--- config.mk ---
export PLATFORM = sky130hd
export DESIGN_NAME = multiplier_arbiter
export DESIGN_NICKNAME = d
export VERILOG_FILES = /design/src/rtl/multiplier_arbiter_pkg.sv /design/src/rtl/multiplier_arbiter_rr_priority_picker.sv /design/src/rtl/multiplier_arbiter.sv
export SDC_FILE = /design/constraint.sdc
export NUM_CORES = 1
export LEC_CHECK = 0
export CAP_MARGIN = 30
export CORE_AREA = 2 2 183 185
export CTS_BUF_LIST = sky130_fd_sc_hd__clkbuf_2
export DETAILED_ROUTE_END_ITERATION = 7
export DIE_AREA = 0 0 185 187
export HOLD_SLACK_MARGIN = 0.08
export PLACE_DENSITY = 0.52
export SYNTH_ARGS = -nofsm -noshare
export SYNTH_HDL_FRONTEND = slang
export SYNTH_HIERARCHICAL = 1
export SYNTH_SLANG_ARGS = --single-unit
export TNS_END_PERCENT = 20
--- constraint.sdc ---
create_clock -name clk -period 2.1 [get_ports clk]
set_input_delay 0.42 -clock clk [delete_from_list [all_inputs] [get_ports clk]]
set_output_delay 0.42 -clock clk [all_outputs]
set_load 0.01 [all_outputs]
--- src/rtl/multiplier_arbiter_pkg.sv ---
`default_nettype none
// +--------------------------------------------------------------------+
// | multiplier_arbiter_pkg : state encoding and defaults for the arbiter |
// | Revision 1.0                                                         |
// +--------------------------------------------------------------------+
package multiplier_arbiter_pkg;

   localparam int NUM_REQ_DEFAULT = 4;
   localparam int WIDTH_DEFAULT   = 32;

   typedef enum logic [1:0] {
      IDLE  = 2'd0,
      ISSUE = 2'd1,
      WAIT  = 2'd2,
      RESP  = 2'd3
   } state_t;

   // Index width for a requester pointer; never narrower than one bit.
   function automatic int idx_width(input int n);
      return (n < 2) ? 1 : $clog2(n);
   endfunction

endpackage
`default_nettype wire

--- src/rtl/multiplier_arbiter_rr_priority_picker.sv ---
`default_nettype none
// +--------------------------------------------------------------------+
// | rr_priority_picker : combinational round-robin pick after 'last'     |
// | Revision 1.0                                                         |
// +--------------------------------------------------------------------+
module rr_priority_picker #(
   parameter int NUM_REQ = 4,
   parameter int IDX_W   = 2
) (
   input  logic [NUM_REQ-1:0] req,
   input  logic [IDX_W-1:0]   last,
   output logic [NUM_REQ-1:0] grant,
   output logic [IDX_W-1:0]   grant_idx,
   output logic               grant_any
);

   logic [NUM_REQ-1:0] masked;

   always_comb begin
      masked    = '0;
      grant_idx = '0;
      grant_any = |req;
      for (int i = 0; i < NUM_REQ; i++) begin
         masked[i] = req[i] & (i > int'(last));
      end
      // Lowest requester above the pointer wins; otherwise wrap to lowest overall.
      for (int i = NUM_REQ - 1; i >= 0; i--) begin
         if (req[i]) grant_idx = IDX_W'(i);
      end
      if (|masked) begin
         for (int i = NUM_REQ - 1; i >= 0; i--) begin
            if (masked[i]) grant_idx = IDX_W'(i);
         end
      end
      grant = grant_any ? (NUM_REQ'(1) << grant_idx) : '0;
   end

endmodule
`default_nettype wire

--- src/rtl/multiplier_arbiter.sv ---
`default_nettype none
// +--------------------------------------------------------------------+
// | multiplier_arbiter : shares one external multiplier among requesters |
// | Revision 1.0                                                         |
// +--------------------------------------------------------------------+
module multiplier_arbiter
   import multiplier_arbiter_pkg::*;
#(
   parameter int WIDTH   = WIDTH_DEFAULT,
   parameter int NUM_REQ = NUM_REQ_DEFAULT
) (
   input  logic                     clk,
   input  logic                     rst,
   input  logic [NUM_REQ-1:0]       req_valid,
   input  logic [NUM_REQ*WIDTH-1:0] req_multiplier,
   input  logic [NUM_REQ*WIDTH-1:0] req_multiplicand,
   output logic [NUM_REQ-1:0]       req_ready,
   output logic [NUM_REQ-1:0]       resp_valid,
   output logic [2*WIDTH-1:0]       resp_product,
   output logic                     mult_start,
   output logic [WIDTH-1:0]         mult_multiplier,
   output logic [WIDTH-1:0]         mult_multiplicand,
   input  logic [2*WIDTH-1:0]       mult_product,
   input  logic                     mult_done,
   output logic                     busy
);

   localparam int IDX_W = idx_width(NUM_REQ);

   state_t               state;
   state_t               state_next;
   logic [IDX_W-1:0]     last_grant;
   logic [IDX_W-1:0]     cur_idx;
   logic                 wait_armed;
   logic                 grant_fire;
   logic [2*WIDTH-1:0]   result;
   logic [NUM_REQ-1:0]   pick_grant;
   logic [IDX_W-1:0]     pick_idx;
   logic                 pick_any;
   logic [WIDTH-1:0]     sel_multiplier;
   logic [WIDTH-1:0]     sel_multiplicand;

   rr_priority_picker #(
      .NUM_REQ (NUM_REQ),
      .IDX_W   (IDX_W)
   ) u_picker (
      .req       (req_valid),
      .last      (last_grant),
      .grant     (pick_grant),
      .grant_idx (pick_idx),
      .grant_any (pick_any)
   );

   always_comb begin
      sel_multiplier   = '0;
      sel_multiplicand = '0;
      for (int i = 0; i < NUM_REQ; i++) begin
         if (pick_idx == IDX_W'(i)) begin
            sel_multiplier   = req_multiplier[i*WIDTH +: WIDTH];
            sel_multiplicand = req_multiplicand[i*WIDTH +: WIDTH];
         end
      end
   end

   always_ff @(posedge clk) begin
      if (rst) state <= IDLE;
      else     state <= state_next;
   end

   always_comb begin
      state_next = state;
      req_ready  = '0;
      resp_valid = '0;
      mult_start = 1'b0;
      grant_fire = 1'b0;
      case (state)
         IDLE: begin
            if (pick_any) begin
               req_ready  = pick_grant;
               grant_fire = 1'b1;
               state_next = ISSUE;
            end
         end
         ISSUE: begin
            mult_start = 1'b1;
            state_next = WAIT;
         end
         WAIT: begin
            // First WAIT cycle may still see the previous operation's done.
            if (wait_armed && mult_done) state_next = RESP;
         end
         RESP: begin
            resp_valid = NUM_REQ'(1) << cur_idx;
            state_next = IDLE;
         end
         default: state_next = IDLE;
      endcase
   end

   always_ff @(posedge clk) begin
      if (rst) begin
         last_grant        <= IDX_W'(NUM_REQ - 1);
         cur_idx           <= '0;
         wait_armed        <= 1'b0;
         mult_multiplier   <= '0;
         mult_multiplicand <= '0;
         result            <= '0;
      end else begin
         wait_armed <= (state == WAIT);
         if (grant_fire) begin
            last_grant        <= pick_idx;
            cur_idx           <= pick_idx;
            mult_multiplier   <= sel_multiplier;
            mult_multiplicand <= sel_multiplicand;
         end
         if (state == WAIT && wait_armed && mult_done) begin
            result <= mult_product;
         end
      end
   end

   assign resp_product = result;
   assign busy         = (state != IDLE);

endmodule
`default_nettype wire
==> PnR_summary.wiki, run 1 <==
{| class="wikitable"
! Metric !! Value
|-
| Overall Global Routing Usage || 0.166
|-
| Syn Inst Count || 708
|-
| Yosys warning total || 6
|-
| Layout net count || ~1600
|-
| Layout area overhead || 100%
|-
| Crit path launch || last_grant[0]$_SDFFE_PP1P_
|-
| RSZ-0062 raised after global routing || yes
|-
| Wire length after detailed routing || 29600 µm
|-
| Worst hold-check path type || input pin to flip-flop
|-
| Sw frac || 0.361
|-
| Portion of the post-synthesis area used by sequential elements || 0.420
|-
| Endpoint arrival time on the critical path || roughly 2100 ps
|-
| Synth Area in Adders || 0.00778
|-
| Number of search-and-repair iterations in the first detailed-routing pass || 6
|-
| Power Internal || 6990 µW
|-
| Tightest slew margin relative to the limit || 0.631
|-
| DR vias || roughly 7400
|-
| Crit Path Max Fanout || 4
|-
| Initial antenna violation count || 3
|-
| Boundary Pins || roughly 470
|-
| Routed vias/inst || approximately 4.3
|-
| Synthesized-area fraction occupied by and/or/nand/nor cells || 0.104
|-
| Standard-cell row count || between 60 and 70
|-
| Sort of element at the end of the critical path || output port
|-
| Combinational power share || 0.508
|-
| Clock net sink count || between 100 and 150
|-
| DRT antenna net count || 0
|-
| Source-to-sink clock delay at the later pin of the worst-skew pair || 800 ps
|-
| Critical path start-end classification || flip-flop to output port
|-
| CTS root buf || sky130_fd_sc_hd__clkbuf_2
|-
| Top-area cell type share of the netlist area || 0.420
|-
| P_sw || between 3000 and 4000 µW
|-
| Layout cells sized above 1 || 0.194
|-
| Compound-Gate Fraction of Synth Area || 0.197
|-
| Utilization after layout || 0.392
|-
| Total leakage power || 0.00533 µW
|-
| Core outline area || approximately 0.033 mm²
|-
| HP Start || mult_product[63]
|-
| Worst EP required || between 1500 and 2000 ps
|-
| Final RePlAce weighted congestion || 0.767
|-
| Final setup violation count || 9
|-
| Dominant combinational cell family by area after synthesis || multiplexers
|-
| Clock tree from TritonCTS || built
|-
| Horizontal die dimension || 185 µm
|-
| Global-route wire length before repair || between 40000 and 50000 µm
|-
| Final critical path time including I/O delays and setup || 2490 ps
|-
| Power density relative to cell area || between 800 and 900 mW/mm²
|-
| Maximum root-to-sink buffer count || 2
|-
| Result of the run || finished with violations
|-
| Cell area after synthesis || 0.00643 mm²
|-
| Die Y || around 190 µm
|-
| Count of max-cap constraint violations || 0
|-
| Reg-to-reg startpoint || last_grant[0]$_SDFFE_PP1P_
|-
| Aggregate global routing overflow || 0
|-
| Slack of the critical path || -393 ps
|-
| Via count of the first global-routing pass || 7484
|-
| Estimated wirelength of the detail-placed design || 22000 µm
|-
| Worst hold margin || 207 ps
|-
| Die outline area || between 0.03 and 0.04 mm²
|-
| Share of synthesized flip-flops with an asynchronous set or reset || 0
|-
| Most used DFF post-synth || sky130_fd_sc_hd__dfxtp_1
|-
| Actual slew at the worst max-slew pin || 553 ps
|-
| Top achievable clock speed || between 400 and 500 MHz
|-
| Maximum clock skew at final layout || about 48 ps
|-
| Violations in the final reports || setup timing
|-
| Flip-flop and latch count after synthesis || between 100 and 150
|-
| Final worst-path cycle share || 1.19
|-
| Residual DRC count || 0
|-
| Top post-synthesis cells by area || sky130_fd_sc_hd__dfxtp_1, sky130_fd_sc_hd__mux2_2, sky130_fd_sc_hd__mux2i_1
|-
| Largest net degree at the start of global routing || 65
|-
| IR drop worst, VDD || roughly 0.41 mV
|-
| Setup Total Neg Slack || -1800 ps
|-
| Drt wl/cell || 17.3 µm
|-
| Level count of the clock H-tree || 4
|-
| Clock share of power || 0.158
|-
| Share of total power in sequential cells || 0.334
|-
| Cell variety after synth || 38
|-
| Syn_nets || about 1000
|-
| Number of CTS-inserted buffers || 17
|-
| Final count of hold timing violations || 0
|-
| Nature of the critical path startpoint || flip-flop
|-
| Post-synthesis average cell area || between 9 and 10 µm²
|-
| Max Slew Vio Count || 0
|-
| Cell type with the largest total area after synthesis || sky130_fd_sc_hd__dfxtp_1
|-
| Port bufs || 464
|-
| Effective utilization at floorplan || 0.196
|-
| Number of synthesized flops with an enable pin || 0
|-
| Initial drt markers || ~270
|-
| Total power of the final layout || 10900 µW
|-
| Mux share of post-synthesis cell area || 0.213
|-
| Parity-gate share of the synthesized area counting xor and xnor cells || 0
|-
| CTS clk-pin slew, worst paths || roughly 240 ps
|}
==> synthesized netlist by cell type (2+ instances only) <==
master and number:
sky130_fd_sc_hd__nand3_1 4, sky130_fd_sc_hd__ha_1 4, sky130_fd_sc_hd__nand2_1 138, sky130_fd_sc_hd__o21ai_1 60
sky130_fd_sc_hd__buf_6 9, sky130_fd_sc_hd__mux2_2 64, sky130_fd_sc_hd__a22oi_1 64, sky130_fd_sc_hd__a21oi_1 71
sky130_fd_sc_hd__o221a_2 2, sky130_fd_sc_hd__inv_1 8, sky130_fd_sc_hd__o21ai_0 5, sky130_fd_sc_hd__buf_2 28
sky130_fd_sc_hd__mux2i_1 65, sky130_fd_sc_hd__dfxtp_1 135, sky130_fd_sc_hd__buf_4 5, sky130_fd_sc_hd__nor2_1 5
sky130_fd_sc_hd__a2bb2oi_1 2, sky130_fd_sc_hd__clkbuf_1 14, sky130_fd_sc_hd__and3_1 6
==> stage by stage <==
stage               cell area [µm²]  std cells  setup WS (ps)
detailed placement            11800       1607           -508
global placement              11800       1607           -505
floorplan                      6430        708           44.2
finish                        12900       1715           -393
global route                  12900       1715           -584
CTS                           12800       1711           -519
==> placed cells by master (no fill, tap or decap), types with 4 or more instances in the layout <==
master                              n
sky130_fd_sc_hd__a21oi_1           70
sky130_fd_sc_hd__a22oi_1           64
sky130_fd_sc_hd__buf_12            15
sky130_fd_sc_hd__buf_4             35
sky130_fd_sc_hd__buf_6             16
sky130_fd_sc_hd__clkbuf_2          18
sky130_fd_sc_hd__clkdlybuf4s50_1  325
sky130_fd_sc_hd__dfxtp_1           73
sky130_fd_sc_hd__dfxtp_2           59
sky130_fd_sc_hd__dlygate4sd2_1    125
sky130_fd_sc_hd__dlygate4sd3_1     64
sky130_fd_sc_hd__inv_1              4
sky130_fd_sc_hd__inv_4              4
sky130_fd_sc_hd__mux2_2            64
sky130_fd_sc_hd__mux2i_1           65
sky130_fd_sc_hd__nand2_1          137
sky130_fd_sc_hd__nor2_1             4
sky130_fd_sc_hd__o21ai_0            5
sky130_fd_sc_hd__o21ai_1           60
==> worst paths after layout <==
kind                                           to  slack [ps]  cells after the start
hold reg to reg      resp_product[7]$_SDFFE_PP0P_         470                      2
setup reg to reg  mult_multiplier[4]$_SDFFE_PP0P_          30                      8
setup / recovery                     req_ready[1]        -390                      5
hold / removal      resp_product[63]$_SDFFE_PP0P_         210                      3
==> metal layers <==
| layer | up-vias | global-route usage | wire length [µm] |
|---|---|---|---|
| li1 | 3618 | - | - |
| met1 | 3410 | 0.177 | 11400 |
| met2 | 303 | 0.300 | 15000 |
| met3 | 34 | 0.0574 | 2650 |
| met4 | 2 | 0.0604 | 612 |
| met5 | - | 0 | 7 |
==> sequential cells by signal, summed over array words and instances (netlist names) <==
register	cells
resp_product	64
mult_multiplicand	32
mult_multiplier	32
cur_idx	2
last_grant	2
state	2
wait_armed	1
==> power groups by stage <==
stage	Clock (µW)	Combinational, µW	Sequential (µW)
floorplan	0	2360	3890
global placement	0	5590	3650
detailed placement	0	5580	3670
CTS	1850	5540	3650
global route	1940	5980	3750
finish	1730	5560	3650
==> cell type report <==
cell class	instances	area [µm²]
diodes	2	5.00
clock buffers	18	90.1
clock inverters	13	155
fillers	3370	20000
inverters	8	40.0
multi-input cells	507	3480
flip-flops and latches	135	2790
well taps	448	561
repair buffers	584	5770
==> worst max-delay path: stages, from the launching register on <==
cell	delay [ps]
sky130_fd_sc_hd__dfxtp_2	390
sky130_fd_sc_hd__nand2b_4	140
sky130_fd_sc_hd__and2_4	160
sky130_fd_sc_hd__o311a_1	280
sky130_fd_sc_hd__and3_4	180
sky130_fd_sc_hd__buf_6	120
==> logic make-up (layout without fill, tap and decap cells) <==
family,count (synthesis),count (layout)
compound gates,212,212
fa+ha+maj,4,4
other cells,0,2
flops,135,135
simple gates,162,162
mux,129,129
buf+inv,66,623
==> timing repair <==
item	CTS	global route
pin swaps	5	5
endpoints found under the setup margin	178	63
gates resized for setup	270	11
endpoints found under the hold margin	64	0
gates cloned	0	0
hold buffers	64	0
setup buffers	9	3
Power figures use the tool's default switching activity.
==> run 2, diff against run 1 <==
--- a/config.mk
+++ b/config.mk
@@ -12,6 +12,7 @@
 export DIE_AREA = 0 0 185 187
 export HOLD_SLACK_MARGIN = 0.08
 export PLACE_DENSITY = 0.52
+export RECOVER_POWER = 50
 export SYNTH_ARGS = -nofsm -noshare
 export SYNTH_HDL_FRONTEND = slang
 export SYNTH_HIERARCHICAL = 1
==> PnR_summary.wiki, run 2 (synthesized netlist as in run 1, its figures left out) <==
{| class="wikitable"
! Metric !! Value
|-
| Most common cell after layout, fill and taps aside || sky130_fd_sc_hd__clkdlybuf4s50_1
|-
| Final count of hold timing violations || 0 (unchanged)
|-
| Max Slew Vio Count || 0 (unchanged)
|-
| Standard-cell row count || 67 (unchanged)
|-
| Layout cells sized above 1 || 0.176 (-0.0182)
|-
| Estimated wirelength of the detail-placed design || 22000 µm (unchanged)
|-
| CTS clk-pin slew, worst paths || 240 ps (about the same)
|-
| Actual slew at the worst max-slew pin || 582 ps (+28.3 ps)
|-
| Fillcell total || 3386 (+0.47%)
|-
| Worst EP required || 1680 ps (about the same)
|-
| Commonest cells after routing, fill and taps aside || sky130_fd_sc_hd__clkdlybuf4s50_1, sky130_fd_sc_hd__nand2_1, sky130_fd_sc_hd__dlygate4sd2_1
|-
| Utilization after layout || 0.390 (-0.00183)
|-
| Biggest cell delay along the critical path || 390 ps (about the same)
|-
| Global-route wire length before repair || 43400 µm (unchanged)
|-
| Drt wl/cell || 17.2 µm (-0.17%)
|-
| Overall Global Routing Usage || 0.166 (unchanged)
|-
| Layout area overhead || 99.4%
|-
| Maximum clock skew at final layout || 48.8 ps (+0.943 ps)
|-
| Initial antenna violation count || 3 (unchanged)
|-
| Wire length after detailed routing || 29500 µm (-0.17%)
|-
| Crit Path Max Fanout || 4 (unchanged)
|-
| Final non-filler cell total || 1715 (unchanged)
|-
| DR vias || 7345 (-0.30%)
|-
| Final worst-path cycle share || 1.19 (about the same)
|-
| Maximum root-to-sink buffer count || 2 (unchanged)
|-
| Endpoint arrival time on the critical path || 2070 ps (about the same)
|-
| Number of cells after detailed placement || 1607 (unchanged)
|-
| Die Y || 187 µm (unchanged)
|-
| Nature of the critical path startpoint || flip-flop
|-
| Number of flip-flops in the largest register || 64 (unchanged)
|-
| Crit path cell chain || nand2b_4 -> and2_4 -> o311a_1 -> and3_4 -> buf_6
|-
| Initial drt markers || 262 (-4.0%)
|-
| CTS root buf || sky130_fd_sc_hd__clkbuf_2
|-
| Horizontal die dimension || 185 µm (unchanged)
|-
| Boundary Pins || 465 (unchanged)
|-
| Largest net degree at the start of global routing || 65 (unchanged)
|-
| Total power of the final layout || 10900 µW (-0.70%)
|-
| Aggregate global routing overflow || 0 (unchanged)
|-
| Effective utilization at floorplan || 0.196 (unchanged)
|-
| Logic depth of the worst register-to-register path || 8 (unchanged)
|-
| Clock net sink count || 135 (unchanged)
|-
| Post-route design area || 0.0128 mm² (-0.47%)
|-
| Final setup violation count || 27 (+18)
|-
| Total placed instance area || 0.0118 mm² (unchanged)
|-
| Number of CTS-inserted buffers || 17 (unchanged)
|-
| Buffer and inverter count on the worst path || 1 (unchanged)
|-
| Top achievable clock speed || 401 MHz (about the same)
|-
| RSZ-0062 raised after global routing || yes
|-
| Number of search-and-repair iterations in the first detailed-routing pass || 5 (-1)
|-
| Core outline area || 0.0329 mm² (unchanged)
|-
| Largest delay share family, worst path || simple AND/OR/NAND/NOR gates
|-
| Residual DRC count || 0 (unchanged)
|-
| Tightest slew margin relative to the limit || 0.612 (-0.0189)
|-
| Worst hold-check path type || input pin to flip-flop
|-
| Final RePlAce weighted congestion || 0.767 (unchanged)
|-
| Cell with the biggest individual delay on the critical path || sky130_fd_sc_hd__dfxtp_2
|-
| Routed vias/inst || 4.28 (-0.30%)
|-
| Power density relative to cell area || 847 mW/mm² (-0.23%)
|-
| Footprint of the flip-flops and latches || 0.00276 mm² (-0.94%)
|-
| Die outline area || 0.0346 mm² (unchanged)
|-
| Sort of element at the end of the critical path || output port
|-
| Slack of the critical path || -392 ps (+1.12 ps)
|-
| Source-to-sink clock delay at the later pin of the worst-skew pair || 800 ps (about the same)
|-
| Area occupied by multi-input gates || 0.00347 mm² (-0.14%)
|-
| Level count of the clock H-tree || 4 (unchanged)
|-
| Violations in the final reports || setup timing
|-
| Critical Path Stages || 5 (unchanged)
|-
| Count of max-cap constraint violations || 0 (unchanged)
|-
| Via count of the first global-routing pass || 7484 (unchanged)
|-
| Port bufs || 464 (unchanged)
|-
| Total leakage power || 0.00531 µW (-0.43%)
|-
| Clock tree from TritonCTS || built
|-
| Critical path start-end classification || flip-flop to output port
|-
| Result of the run || finished with violations
|-
| Final critical path time including I/O delays and setup || 2490 ps (-1.12 ps)
|-
| Worst Hold Depth || 3 (unchanged)
|-
| IR drop worst, VDD || 0.410 mV (about the same)
|-
| Layout net count || 1584 (unchanged)
|-
| DRT antenna net count || 0 (unchanged)
|}
run 2: layer usage:
metal	wire [µm]	part of all wire	up-vias	track usage
li1	-	-	3618	-
met1	11400	0.39	3405	0.177
met2	15000	0.51	294	0.300
met3	2570	0.087	28	0.0574
met4	605	0.020	0	0.0604
met5	0	0	-	0
run 2: worst register-to-register path: cells and delay by family, from the launching register on:
kind | cells | cell delay [ps]
simple gates | 2 | 310
compound gates | 3 | 360
flops | 1 | 430
mux | 1 | 450
buf+inv | 2 | 660
run 2: worst paths after layout:
check / startpoint / endpoint / slack (ps)
setup reg to reg: last_grant[1]$_SDFFE_PP1P_ / mult_multiplier[10]$_SDFFE_PP0P_ / -200
hold / removal: mult_product[63] / resp_product[63]$_SDFFE_PP0P_ / 210
hold reg to reg: resp_product[7]$_SDFFE_PP0P_ / resp_product[7]$_SDFFE_PP0P_ / 470
setup / recovery: last_grant[0]$_SDFFE_PP1P_ / req_ready[1] / -390
run 2: what timing repair did:
item                                   4_1_cts  5_1_grt
hold buffers                                64        0
pin swaps                                    5        5
gates resized for setup                    270       11
setup endpoints to repair                  178       63
buffers inserted                             9        3
endpoints found under the hold margin       64        0
run 2: where the power goes:
part	switching (µW)	internal, µW
Sequential	379	3250
Clock	1070	657
Combinational	2490	3020
Total	3930	6930
run 2: layout make-up:
type                       instances  share of cell area
clock buffer                      18             0.00702
inverter                           8             0.00312
clock inverter                    13              0.0121
timing repair buffer             584               0.447
antenna                            2            0.000390
sequential                       135               0.215
tap                              448              0.0437
multi-input combinational        507               0.271
run 2: metrics by stage:
| stage | setup WS, ps | hold slack, ps | TNS, ps |
|---|---|---|---|
| 6_report | -392 | 208 | -4880 |
| 5_1_grt | -584 | 81.7 | -12670 |
| 4_1_cts | -519 | 85.3 | -3070 |
| 3_5_place_dp | -508 | 446 | -31580 |
| 3_3_place_gp | -505 | 441 | -31300 |
| 2_1_floorplan | 44.2 | 467 | 0 |
==> run 3, diff against run 2 <==
--- a/config.mk
+++ b/config.mk
@@ -6,12 +6,12 @@
 export NUM_CORES = 1
 export LEC_CHECK = 0
 export CAP_MARGIN = 30
-export CORE_AREA = 2 2 183 185
+export CORE_AREA = 3 3 179 181
 export CTS_BUF_LIST = sky130_fd_sc_hd__clkbuf_2
 export DETAILED_ROUTE_END_ITERATION = 7
-export DIE_AREA = 0 0 185 187
+export DIE_AREA = 0 0 182 184
 export HOLD_SLACK_MARGIN = 0.08
-export PLACE_DENSITY = 0.52
+export PLACE_DENSITY = 0.54
 export RECOVER_POWER = 50
 export SYNTH_ARGS = -nofsm -noshare
 export SYNTH_HDL_FRONTEND = slang
==> PnR_summary.wiki, run 3 (synthesized netlist as in run 1, its figures left out) <==
{| class="wikitable"
! Metric !! Value
|-
| Effective utilization at floorplan || 0.210 (+0.0145)
|-
| Fillcell total || 3120 (-7.9%)
|-
| Cell with the biggest individual delay on the critical path || sky130_fd_sc_hd__dfxtp_2
|-
| Boundary Pins || 465 (unchanged)
|-
| Critical path start-end classification || flip-flop to output port
|-
| RSZ-0062 raised after global routing || yes
|-
| Number of cells after detailed placement || 1560 (-2.9%)
|-
| HP Start || mult_product[42]
|-
| Final non-filler cell total || 1628 (-5.1%)
|-
| Routed vias/inst || 4.43 (+3.3%)
|-
| Clock net sink count || 135 (unchanged)
|-
| Number of flip-flops in the largest register || 64 (unchanged)
|-
| Endpoint arrival time on the critical path || 1960 ps (-110 ps)
|-
| Drt wl/cell || 18.8 µm (+9.3%)
|-
| Worst EP required || 1680 ps (about the same)
|-
| Clock tree from TritonCTS || built
|-
| Nature of the critical path startpoint || flip-flop
|-
| Wire length after detailed routing || 30700 µm (+3.8%)
|-
| Commonest cells after routing, fill and taps aside || sky130_fd_sc_hd__clkdlybuf4s50_1, sky130_fd_sc_hd__nand2_1, sky130_fd_sc_hd__dlygate4sd2_1
|-
| Initial antenna violation count || 4 (+1)
|-
| Worst hold margin || 230 ps (+22.2 ps)
|-
| Tightest slew margin relative to the limit || 0.622 (+0.00953)
|-
| Footprint of the flip-flops and latches || 0.00274 mm² (-0.63%)
|-
| Residual DRC count || 0 (unchanged)
|-
| Violations in the final reports || setup timing
|-
| Reg-to-reg startpoint || last_grant[0]$_SDFFE_PP1P_
|-
| Maximum clock skew at final layout || 33.3 ps (-15.5 ps)
|-
| Largest net degree at the start of global routing || 65 (unchanged)
|-
| Source-to-sink clock delay at the later pin of the worst-skew pair || 720 ps (-80 ps)
|-
| Overall Global Routing Usage || 0.169 (+0.00277)
|-
| Crit path launch || last_grant[0]$_SDFFE_PP1P_
|-
| Layout area overhead || 93.2%
|-
| Largest delay share family, worst path || simple AND/OR/NAND/NOR gates
|-
| Biggest cell delay along the critical path || 380 ps (about the same)
|-
| Final count of hold timing violations || 0 (unchanged)
|-
| Crit Path Max Fanout || 4 (unchanged)
|-
| Via count of the first global-routing pass || 7323 (-2.2%)
|-
| Number of CTS-inserted buffers || 17 (unchanged)
|-
| Total leakage power || 0.00517 µW (-2.5%)
|-
| Final worst-path cycle share || 1.13 (-0.0529)
|-
| Die outline area || 0.0335 mm² (-3.2%)
|-
| Standard-cell row count || 64 (-4.5%)
|-
| Most common cell after layout, fill and taps aside || sky130_fd_sc_hd__clkdlybuf4s50_1
|-
| DR vias || 7205 (-1.9%)
|-
| Slack of the critical path || -281 ps (+111 ps)
|-
| Actual slew at the worst max-slew pin || 567 ps (-14.3 ps)
|-
| Core outline area || 0.0306 mm² (-6.9%)
|-
| Global-route wire length before repair || 43600 µm (+0.40%)
|-
| Die Y || 184 µm (-1.6%)
|-
| Final setup violation count || 21 (-22%)
|-
| Maximum root-to-sink buffer count || 2 (unchanged)
|-
| Layout net count || 1549 (-2.2%)
|-
| Buffer and inverter count on the worst path || 1 (unchanged)
|-
| Result of the run || finished with violations
|-
| Max Slew Vio Count || 0 (unchanged)
|-
| Critical Path Stages || 5 (unchanged)
|-
| Sort of element at the end of the critical path || output port
|-
| Final critical path time including I/O delays and setup || 2380 ps (-111 ps)
|-
| Level count of the clock H-tree || 4 (unchanged)
|-
| Utilization after layout || 0.406 (+0.0159)
|-
| Logic depth of the worst register-to-register path || 7 (-1)
|-
| Final RePlAce weighted congestion || 0.802 (+4.6%)
|-
| IR drop worst, VDD || 0.302 mV (-26%)
|-
| Number of search-and-repair iterations in the first detailed-routing pass || 4 (-1)
|-
| Aggregate global routing overflow || 0 (unchanged)
|-
| Top achievable clock speed || 420 MHz (+4.7%)
|-
| Worst hold-check path type || input pin to flip-flop
|-
| Worst Hold Depth || 3 (unchanged)
|-
| Crit path cell chain || nand2b_4 -> and2_4 -> o311a_1 -> and3_4 -> buf_6
|-
| DRT antenna net count || 0 (unchanged)
|-
| Layout cells sized above 1 || 0.184 (+0.00760)
|-
| Estimated wirelength of the detail-placed design || 22800 µm (+3.9%)
|-
| CTS root buf || sky130_fd_sc_hd__clkbuf_2
|-
| Count of max-cap constraint violations || 0 (unchanged)
|-
| Port bufs || 464 (unchanged)
|-
| Horizontal die dimension || 182 µm (-1.6%)
|-
| CTS clk-pin slew, worst paths || 220 ps (-20 ps)
|-
| Area occupied by multi-input gates || 0.00351 mm² (+1.2%)
|-
| Power density relative to cell area || 877 mW/mm² (+3.5%)
|-
| Initial drt markers || 294 (+12%)
|}
[run 3: cell count changes in the layout (fill, tap and decap cells not counted), sizes merged]
cell / delta
buf: -4
bufinv: -1
clkbuf: +5
clkdlybuf4s15: -3
clkinv: +1
diode: +1
dlygate4sd2: +3
dlygate4sd3: -37
[run 3: layer usage]
metal  routed length [µm]  global-route usage  share of wire  vias to the layer above
li1                     -                   -              -                     3543
met1                12100               0.193           0.39                     3330
met2                15400               0.291           0.50                      302
met3                 2740              0.0691          0.089                       28
met4                  470              0.0491          0.015                        2
met5                    7                   0        0.00023                        -
[run 3: path summary, 6_finish.rpt]
check	to	slack, ps
worst max-delay path	req_ready[1]	-280
worst min-delay path	resp_product[42]$_SDFFE_PP0P_	230
worst max register to register	mult_multiplicand[28]$_SDFFE_PP0P_	-210
worst min register to register	resp_product[9]$_SDFFE_PP0P_	460
[run 3: final cells by class]
class                           instances  share of cell area
Antenna cell                            3            0.000604
Clock buffer                           17             0.00685
Sequential cell                       135               0.221
Tap cell                              396              0.0399
Inverter                                8             0.00262
Multi-Input combinational cell        507               0.283
Clock inverter                         13              0.0106
Timing Repair Buffer                  549               0.436
[run 3: power breakdown]
group	total (µW)	internal, µW	switching (µW)
Clock	1610	525	1080
Combinational	5690	3090	2600
Sequential	3600	3250	345
[run 3: timing repair]
item,in CTS,in global routing
resized for setup,246,22
endpoints found under the hold margin,27,0
hold buffers,27,0
setup buffers,2,2
pin swaps,6,5
cloned,0,5
endpoints found under the setup margin,152,61
[run 3: worst register-to-register path, cell delays in order (launching register included)]
cell and delay, ps:
sky130_fd_sc_hd__dfxtp_2 380, sky130_fd_sc_hd__nand2b_4 140, sky130_fd_sc_hd__a21boi_2 160, sky130_fd_sc_hd__o221ai_2 320, sky130_fd_sc_hd__clkbuf_2 540, sky130_fd_sc_hd__mux2_2 420, sky130_fd_sc_hd__a22oi_1 180, sky130_fd_sc_hd__o21ai_1 90
[run 3: per-stage QoR]
step | cell area, µm² | setup slack, ps | TNS, ps | total power (µW)
final | 12400 | -281 | -2970 | 10900
after global routing | 12400 | -473 | -18670 | 11600
after CTS | 12200 | -446 | -2500 | 10700
after detailed placement | 11800 | -596 | -34990 | 9290
after global placement | 11800 | -589 | -33070 | 9260
after floorplan | 6430 | 44.2 | 0 | 6250
